[src/rtl/mem_arb_pkg.sv]
// Shared types and widths for the unified I/D RAM port arbiter.
package mem_arb_pkg;

    localparam int unsigned DATA_W         = 32;
    localparam int unsigned LAT_W          = 4;
    localparam int unsigned STARVE_MAX_DEF = 3;

    // Counter width able to hold 0..n inclusive.
    function automatic int unsigned cnt_w(input int unsigned n);
        return $clog2(n + 1);
    endfunction

    localparam int unsigned STARVE_W = cnt_w(STARVE_MAX_DEF);

    typedef enum logic [1:0] {
        S_IDLE = 2'd0,
        S_WAIT = 2'd1,
        S_RESP = 2'd2
    } arb_state_t;

    typedef enum logic [1:0] {
        OWN_NONE = 2'd0,
        OWN_IF   = 2'd1,
        OWN_MEM  = 2'd2
    } arb_owner_t;

endpackage

[src/rtl/arb_prio_sel.sv]
// Combinational IF/MEM pick: MEM wins a contest unless the starvation flag forces IF.
module arb_prio_sel (
    input  logic if_req,
    input  logic mem_req,
    input  logic force_if,
    output logic if_sel_c,
    output logic mem_sel_c
);

    always_comb begin
        if_sel_c  = 1'b0;
        mem_sel_c = 1'b0;
        if (if_req && mem_req) begin
            if (force_if) begin
                if_sel_c = 1'b1;
            end else begin
                mem_sel_c = 1'b1;
            end
        end else if (mem_req) begin
            mem_sel_c = 1'b1;
        end else if (if_req) begin
            if_sel_c = 1'b1;
        end
    end

endmodule

[src/rtl/mem_port_arbiter.sv]
// Single-port unified RAM arbiter between IF fetch and MEM load/store, one access in flight.
// Optional performance counters are built when ARB_PERF_CNT_EN is defined.
module mem_port_arbiter
    import mem_arb_pkg::*;
#(
    parameter int unsigned RAM_LAT    = 2,
    parameter int unsigned STARVE_MAX = STARVE_MAX_DEF,
    parameter int unsigned AW         = 32
) (
    input  logic              clk,
    input  logic              reset,
    input  logic              if_req,
    input  logic [AW-1:0]     if_addr,
    output logic              if_gnt,
    output logic              if_rvalid,
    output logic [DATA_W-1:0] if_rdata,
    output logic              if_stall,
    input  logic              mem_req,
    input  logic              mem_we,
    input  logic [AW-1:0]     mem_addr,
    input  logic [DATA_W-1:0] mem_wdata,
    output logic              mem_gnt,
    output logic              mem_rvalid,
    output logic [DATA_W-1:0] mem_rdata,
    output logic              mem_stall,
    output logic              ram_en,
    output logic              ram_we,
    output logic [AW-1:0]     ram_addr,
    output logic [DATA_W-1:0] ram_wdata,
    input  logic [DATA_W-1:0] ram_rdata
`ifdef ARB_PERF_CNT_EN
    ,
    output logic [31:0]       perf_conflict_cnt,
    output logic [31:0]       perf_force_cnt
`endif
);

    localparam int unsigned SW = (cnt_w(STARVE_MAX) > STARVE_W) ? cnt_w(STARVE_MAX) : STARVE_W;
    localparam logic [LAT_W-1:0] LAT_END    = LAT_W'(RAM_LAT);
    localparam logic [SW-1:0]    STARVE_TOP = SW'(STARVE_MAX);

    arb_state_t       state_q, state_d;
    arb_owner_t       owner_q, owner_d;
    logic [LAT_W-1:0] lat_q, lat_d;
    logic             we_q, we_d;
    logic [SW-1:0]    starve_q;
    logic             capture_c;
    logic             force_if_c;
    logic             if_sel_c;
    logic             mem_sel_c;

    assign force_if_c = (starve_q == STARVE_TOP);

    arb_prio_sel u_prio_sel (
        .if_req    (if_req),
        .mem_req   (mem_req),
        .force_if  (force_if_c),
        .if_sel_c  (if_sel_c),
        .mem_sel_c (mem_sel_c)
    );

    always_ff @(posedge clk or posedge reset) begin
        if (reset) begin
            state_q <= S_IDLE;
            owner_q <= OWN_NONE;
            lat_q   <= '0;
            we_q    <= 1'b0;
        end else begin
            state_q <= state_d;
            owner_q <= owner_d;
            lat_q   <= lat_d;
            we_q    <= we_d;
        end
    end

    // Grants are masked while reset is held so the RAM strobe cannot fire during reset.
    always_comb begin
        state_d   = state_q;
        owner_d   = owner_q;
        lat_d     = lat_q;
        we_d      = we_q;
        capture_c = 1'b0;
        if_gnt    = 1'b0;
        mem_gnt   = 1'b0;
        ram_en    = 1'b0;
        ram_we    = 1'b0;
        ram_addr  = '0;
        ram_wdata = '0;
        case (state_q)
            S_IDLE: begin
                if (!reset && (if_sel_c || mem_sel_c)) begin
                    state_d = S_WAIT;
                    lat_d   = LAT_W'(1);
                    ram_en  = 1'b1;
                    if (mem_sel_c) begin
                        mem_gnt   = 1'b1;
                        owner_d   = OWN_MEM;
                        we_d      = mem_we;
                        ram_we    = mem_we;
                        ram_addr  = mem_addr;
                        ram_wdata = mem_wdata;
                    end else begin
                        if_gnt   = 1'b1;
                        owner_d  = OWN_IF;
                        we_d     = 1'b0;
                        ram_addr = if_addr;
                    end
                end
            end
            S_WAIT: begin
                if (lat_q == LAT_END) begin
                    state_d   = S_RESP;
                    capture_c = 1'b1;
                end else begin
                    lat_d = lat_q + LAT_W'(1);
                end
            end
            S_RESP: begin
                state_d = S_IDLE;
                owner_d = OWN_NONE;
                lat_d   = '0;
                we_d    = 1'b0;
            end
            default: begin
                state_d = S_IDLE;
                owner_d = OWN_NONE;
                lat_d   = '0;
                we_d    = 1'b0;
            end
        endcase
    end

    // Response capture: rvalid flops rise in RESP; a store leaves mem_rdata untouched.
    always_ff @(posedge clk or posedge reset) begin
        if (reset) begin
            if_rvalid  <= 1'b0;
            mem_rvalid <= 1'b0;
            if_rdata   <= '0;
            mem_rdata  <= '0;
        end else begin
            if_rvalid  <= capture_c && (owner_q == OWN_IF);
            mem_rvalid <= capture_c && (owner_q == OWN_MEM);
            if (capture_c && (owner_q == OWN_IF)) begin
                if_rdata <= ram_rdata;
            end
            if (capture_c && (owner_q == OWN_MEM) && !we_q) begin
                mem_rdata <= ram_rdata;
            end
        end
    end

    // Counts MEM wins over a waiting IF; saturates so the forced IF grant is guaranteed.
    always_ff @(posedge clk or posedge reset) begin
        if (reset) begin
            starve_q <= '0;
        end else if (if_gnt) begin
            starve_q <= '0;
        end else if (mem_gnt && if_req && (starve_q != STARVE_TOP)) begin
            starve_q <= starve_q + SW'(1);
        end
    end

    assign if_stall  = if_req && !if_rvalid;
    assign mem_stall = mem_req && !mem_rvalid;

`ifdef ARB_PERF_CNT_EN
    always_ff @(posedge clk or posedge reset) begin
        if (reset) begin
            perf_conflict_cnt <= '0;
            perf_force_cnt    <= '0;
        end else begin
            if ((state_q == S_IDLE) && if_req && mem_req) begin
                perf_conflict_cnt <= perf_conflict_cnt + 32'd1;
            end
            if (if_gnt && mem_req) begin
                perf_force_cnt <= perf_force_cnt + 32'd1;
            end
        end
    end
`endif

endmodule
[config.mk]
export PLATFORM = sky130hd
export DESIGN_NAME = mem_port_arbiter
export DESIGN_NICKNAME = d
export VERILOG_FILES = /design/src/rtl/mem_arb_pkg.sv /design/src/rtl/arb_prio_sel.sv /design/src/rtl/mem_port_arbiter.sv
export SDC_FILE = /design/constraint.sdc
export NUM_CORES = 1
export LEC_CHECK = 0
export BUFFER_PORTS_ARGS = -buffer_cell sky130_fd_sc_hd__buf_2
export CAP_MARGIN = 20
export CORE_AREA = 2 2 106 108
export CTS_CLUSTER_DIAMETER = 80
export DETAILED_ROUTE_END_ITERATION = 7
export DIE_AREA = 0 0 108 110
export MAX_ROUTING_LAYER = met4
export PLACE_DENSITY = 0.69
export SYNTH_ARGS = -nofsm -noshare
export SYNTH_HDL_FRONTEND = slang
export SYNTH_SLANG_ARGS = --single-unit
[constraint.sdc]
create_clock -name clk -period 6.51 [get_ports clk]
set_clock_uncertainty 0.2 [all_clocks]
set_input_delay 0.651 -clock clk [delete_from_list [all_inputs] [get_ports clk]]
set_output_delay 0.651 -clock clk [all_outputs]
set_load 0.02 [all_outputs]
* Word level (Yosys, flattened, before mapping)
Index checks and enable logic that the tools add are counted.
** Storage, ports and cells
- Register bits :: 77
- Output and inout bits :: 136
- Logic and storage cells :: 79
- Bits of input ports :: 133
** Operators by class
- Reductions and logical operators :: 19
- Add/subtract/negate cells :: 2
- Bitwise logic cells :: 1
- Equality and inequality tests :: 9
- Muxes and demuxes :: 39
** Operators by type and width (count)
- $mux 32 :: 6
- $mux 1 :: 21
- $mux 2 :: 6
- $logic_and 1x1->1 :: 9
- $mux 4 :: 2
- $ne 2x2->1 const B :: 4
- $pmux 2 s2 :: 2
- $pmux 4 s2 :: 1
- $reduce_and 2->1 :: 3
- $add 4x1->4 const B :: 1
- $eq 2x1->1 const B :: 2
- $eq 2x2->1 const B :: 2
- $eq 4x2->1 const B :: 1
- $logic_not 1->1 :: 4
- $add 2x1->2 const B :: 1
- $logic_not 2->1 :: 1
- $pmux 1 s2 :: 1
- $reduce_bool 2->1 :: 1
- $logic_or 1x1->1 :: 1
- $not 1->1 :: 1

* Longest topological paths before layout
- Depth in word-level cells :: 11
- Gate-level depth with buffers :: 7
- Depth with buffers taken out :: 5

* By module
From an unflattened synthesis, not the netlist that was laid out.
** Unflattened totals
- Cells, all modules :: 316
- Area total of the unflattened synthesis :: 4085.2 um^2
** By module, submodules not included
- mem_port_arbiter :: cells an instance 313, seq. area each 1926.8 um^2, instances 1, area an instance 4066.4 um^2
- arb_prio_sel :: cells an instance 3, seq. area each 0.0 um^2, instances 1, area an instance 18.8 um^2

* Least setup slack after synthesis
No wires, ideal clock.
- Path kind :: in2out
- Start :: in reset
- End :: out ram_addr[0]
- Cell stages on the path :: 5
- Path buffers :: 2
- Data arrival time :: 1.815 ns
- Slack :: 3.844 ns
- Required time :: 5.659 ns
- Cells stage by stage :: or4b_4 > buf_6 > nor2_8 > buf_8 > a22o_1
** Between the ends
- Longest elaborated chain between the ends :: 4
** RTL lines
- start, declared :: line mem_port_arbiter.sv:11 : input logic reset,
- $logic_not 1->1 (no line)
- $logic_and 1x1->1 :: line mem_port_arbiter.sv:91 : if (!reset && (if_sel_c || mem_sel_c)) begin
- $mux 32 :: line mem_port_arbiter.sv:91
- $mux 32 :: line mem_port_arbiter.sv:89 : case (state_q)
- end, declared :: line mem_port_arbiter.sv:28 : output logic [AW-1:0] ram_addr,
Every way passes these cells.

* Worst setup path after layout
- Start :: reg state_q[0]
- End :: out ram_addr[15]
** Between the ends
- Longest elaborated chain between the ends :: 2
** RTL lines
- start, declared :: line mem_port_arbiter.sv:42 : arb_state_t state_q, state_d;
- start signal, assigned :: line mem_port_arbiter.sv:69 : state_q <= state_d;
- $logic_not 2->1 :: line mem_port_arbiter.sv:89
- $mux 32 :: line mem_port_arbiter.sv:89
Every way passes these cells.

==> results_dict.tcl <==
set metrics [dict create \
    maxCapViolations 0 \
    grt_max_degree 78 \
    grt_pass1_wl_mm 16.96 \
    ys_ff_latch 77 \
    grt-ovfl-total 0 \
    switching_share_pct 41.29 \
    initial_utilization_pct 33.92 \
    slew_viol_final 0 \
    viasPerCell 4.795 \
    r2r_cells 3 \
    synthesis.nets 415 \
    status "completed" \
    detail_route.iter0.violations 131 \
    gr-usage-met3_pct 5.761 \
    postRouteAntennaNets 0 \
    cts_sinks 77 \
    grt_pass1_vias 3304 \
    seq_area_frac_synth_pct 53.10 \
    crit_required_ns 5.66 \
    startpoint "state_q[0]$_DFFE_PP0P_" \
    cts-root-buf "clkbuf_8" \
    ctsLongestPathBuffers 2 \
    synthCells 279 \
    die_area_sq_um 11880 \
    power_frac_comb_pct 46.1 \
    portBuffers 268 \
    stdcell_count 687 \
    grt_use_total_pct 19.88 \
    placementRows 38 \
    seq_power_share_pct 37.6 \
    r2r_start "state_q[0]$_DFFE_PP0P_" \
    clkPwrFrac_pct 16.3 \
    tightestPinTransition_ns 1.006 \
    post_cts_resized 0 \
    critPathKind "flop to primary output" \
    timing.final.crit_period_ns 3.470 \
    synth_top_area_share_pct 53.10 \
    yosysUniqueCellTypes 33 \
    vias 3294 \
    crit_path_end_kind "primary output" \
    path_clk_slew_ns 0.08 \
    ys_warn_count 0 \
    busiest_layer "met2" \
    vdd_drop_max_v 0.0003157 \
    finalCritPeriodShare_pct 53.30 \
    antenna_found_initial 1 \
    wl_per_cell_um 17.47 \
    startpoint_type "flop" \
    internal_power_mw 1.330 \
    clk_latency_ns 0.34 \
    netlist_area_sq_um 3628 \
    avgSynthCellArea_sq_um 13.01 \
    place.gp.congestion 0.8202 \
    gr-usage-met2_pct 33.47 \
    worst-path-max-fanout 68 \
    die_h_um 110 \
    use_met1_pct 22.35 \
    final_common_cell "buf_2" \
    drc 0 \
    numCtsBuffers 9 \
    placed_cells 670 \
    cts_post_setup_buffers_inserted 0 \
    synth_top_area_cell "dfrtp_1" \
    min_path_type "flop to flop" \
    r2r_end "we_q$_DFFE_PP0P_" \
    rsz0062_at_grt "false" \
    nNetsFinal 677 \
    finalSetupTns_ns 0 \
    dieWidth_um 108 \
    tritoncts "built" \
    hold_viol 0 \
    hold_buffers 0 \
    htreeDepth 3 \
    setup_viol 0 \
    core-area_sq_um 10700 \
    area_growth_pct 44.41 \
    drive_above_1_share_pct 65.38 \
    total_leakage_power_nw 2.847 \
    io_pins 269 \
    r2r_slack_ns 4.30 \
    synth.area.top_cells "dfrtp_1 (53%), mux2_2 (20%), a22o_1 (8.0%)" \
    fmax_mhz 288.2 \
    slew_headroom_pct 32.96 \
    cp.arrival_ns 2.62 \
    p_per_area_nw_per_um2 432.4 \
    critical_path.endpoint "ram_addr[15]" \
    final_cell_mix "buf_2 (268), dfrtp_1 (77), mux2_2 (64)" \
    first_pass_iters 4 \
    p_switching_mw 0.9356 \
    dpl.hpwl_mm 9.313 \
    wl_mm 12.01 \
]
==> layout make-up <==
type	count	area [sq um]
clock inverter	7	80.08
timing repair buffer	271	1364
fill	1007	5458
multi-input combinational	177	1549
tap	140	175.2
antenna	1	2.502
inverter	5	18.77
clock buffer	9	123.9
sequential	77	1927
==> routing by layer <==
| layer | part of all wire [%] | wire length, um | up-vias |
|---|---|---|---|
| met3 | 8.5 | 1025 | 16 |
| met2 | 50 | 5984 | 157 |
| met5 | 0 | 0 | - |
| met4 | 2.5 | 306 | 0 |
| met1 | 39 | 4689 | 1594 |
| li1 | - | - | 1527 |
==> worst max-delay path, stage by stage (launching register included) <==
cell,delay (ns)
dfrtp_1,0.52
nor3_1,0.27
and3_2,0.90
a22o_1,0.37
buf_2,0.20
==> how the worst min path moves through the flow <==
stage | startpoint | to | slack [ns] | cells past startpoint
global placement | starve_q[1]$_DFFE_PP0P_ | starve_q[1]$_DFFE_PP0P_ | 0.27 | 2
detailed placement | owner_q[0]$_DFFE_PP0P_ | mem_rvalid$_DFF_PP0_ | 0.28 | 1
floorplan | owner_q[0]$_DFFE_PP0P_ | mem_rvalid$_DFF_PP0_ | 0.25 | 1
CTS | owner_q[0]$_DFFE_PP0P_ | mem_rvalid$_DFF_PP0_ | 0.30 | 1
finish | owner_q[0]$_DFFE_PP0P_ | mem_rvalid$_DFF_PP0_ | 0.30 | 1
global route | ram_rdata[17] | mem_rdata[17]$_DFFE_PP0P_ | 0.31 | 2
==> kinds of logic after synthesis <==
logic type | synth area share [%]
fa+ha+maj | 1.035
xor+xnor | 0.2414
compound gates | 10.59
flops | 53.10
buf+inv | 4.241
mux | 19.86
simple gates | 10.93
==> cells in the mapped netlist <==
library cell	number
ha_1	3
inv_1	5
nor2_8	1
o21bai_1	1
a21o_1	3
a211oi_1	1
o21ba_2	1
buf_2	9
xnor2_1	1
or4b_4	1
nor4_1	1
nand4_1	2
o21a_1	1
nor2b_1	5
o21ai_0	1
mux2_2	64
dfrtp_1	77
a31oi_1	2
nand2_1	4
buf_8	3
clkbuf_1	6
nand3_1	6
a21oi_1	1
and3_1	1
buf_6	2
nor3_1	1
nor3b_1	4
a221oi_1	1
or3_1	2
a31o_2	1
nor2_1	2
and2_1	33
a22o_1	33
==> power groups by stage <==
stage	combinational, mW	sequential (mW)	clock, mW
detailed placement	1.06	0.857	0
global route	1.12	0.885	0.405
finish	1.04	0.852	0.369
global placement	1.02	0.843	0
CTS	1.06	0.853	0.383
floorplan	0.427	1.09	0
==> per-stage QoR <==
step | util, % | setup slack, ns | instance area [sq um] | hold slack [ns] | power, mW
6_report | 48.98 | 3.040 | 5240 | 0.2956 | 2.266
2_1_floorplan | - | 3.692 | 3628 | 0.2455 | 1.520
5_1_grt | 48.98 | 2.821 | 5240 | 0.3112 | 2.412
3_3_place_gp | 47.05 | 3.289 | 5034 | 0.2724 | 1.867
3_5_place_dp | 47.05 | 3.201 | 5034 | 0.2800 | 1.912
4_1_cts | 48.96 | 2.999 | 5238 | 0.2984 | 2.293
==> flip-flops by register name (all words and copies together), names as in the netlist <==
name,cells
if_rdata,32
if_rvalid,1
lat_q,4
mem_rdata,32
mem_rvalid,1
owner_q,2
starve_q,2
state_q,2
we_q,1
Power figures use the tool's default switching activity.
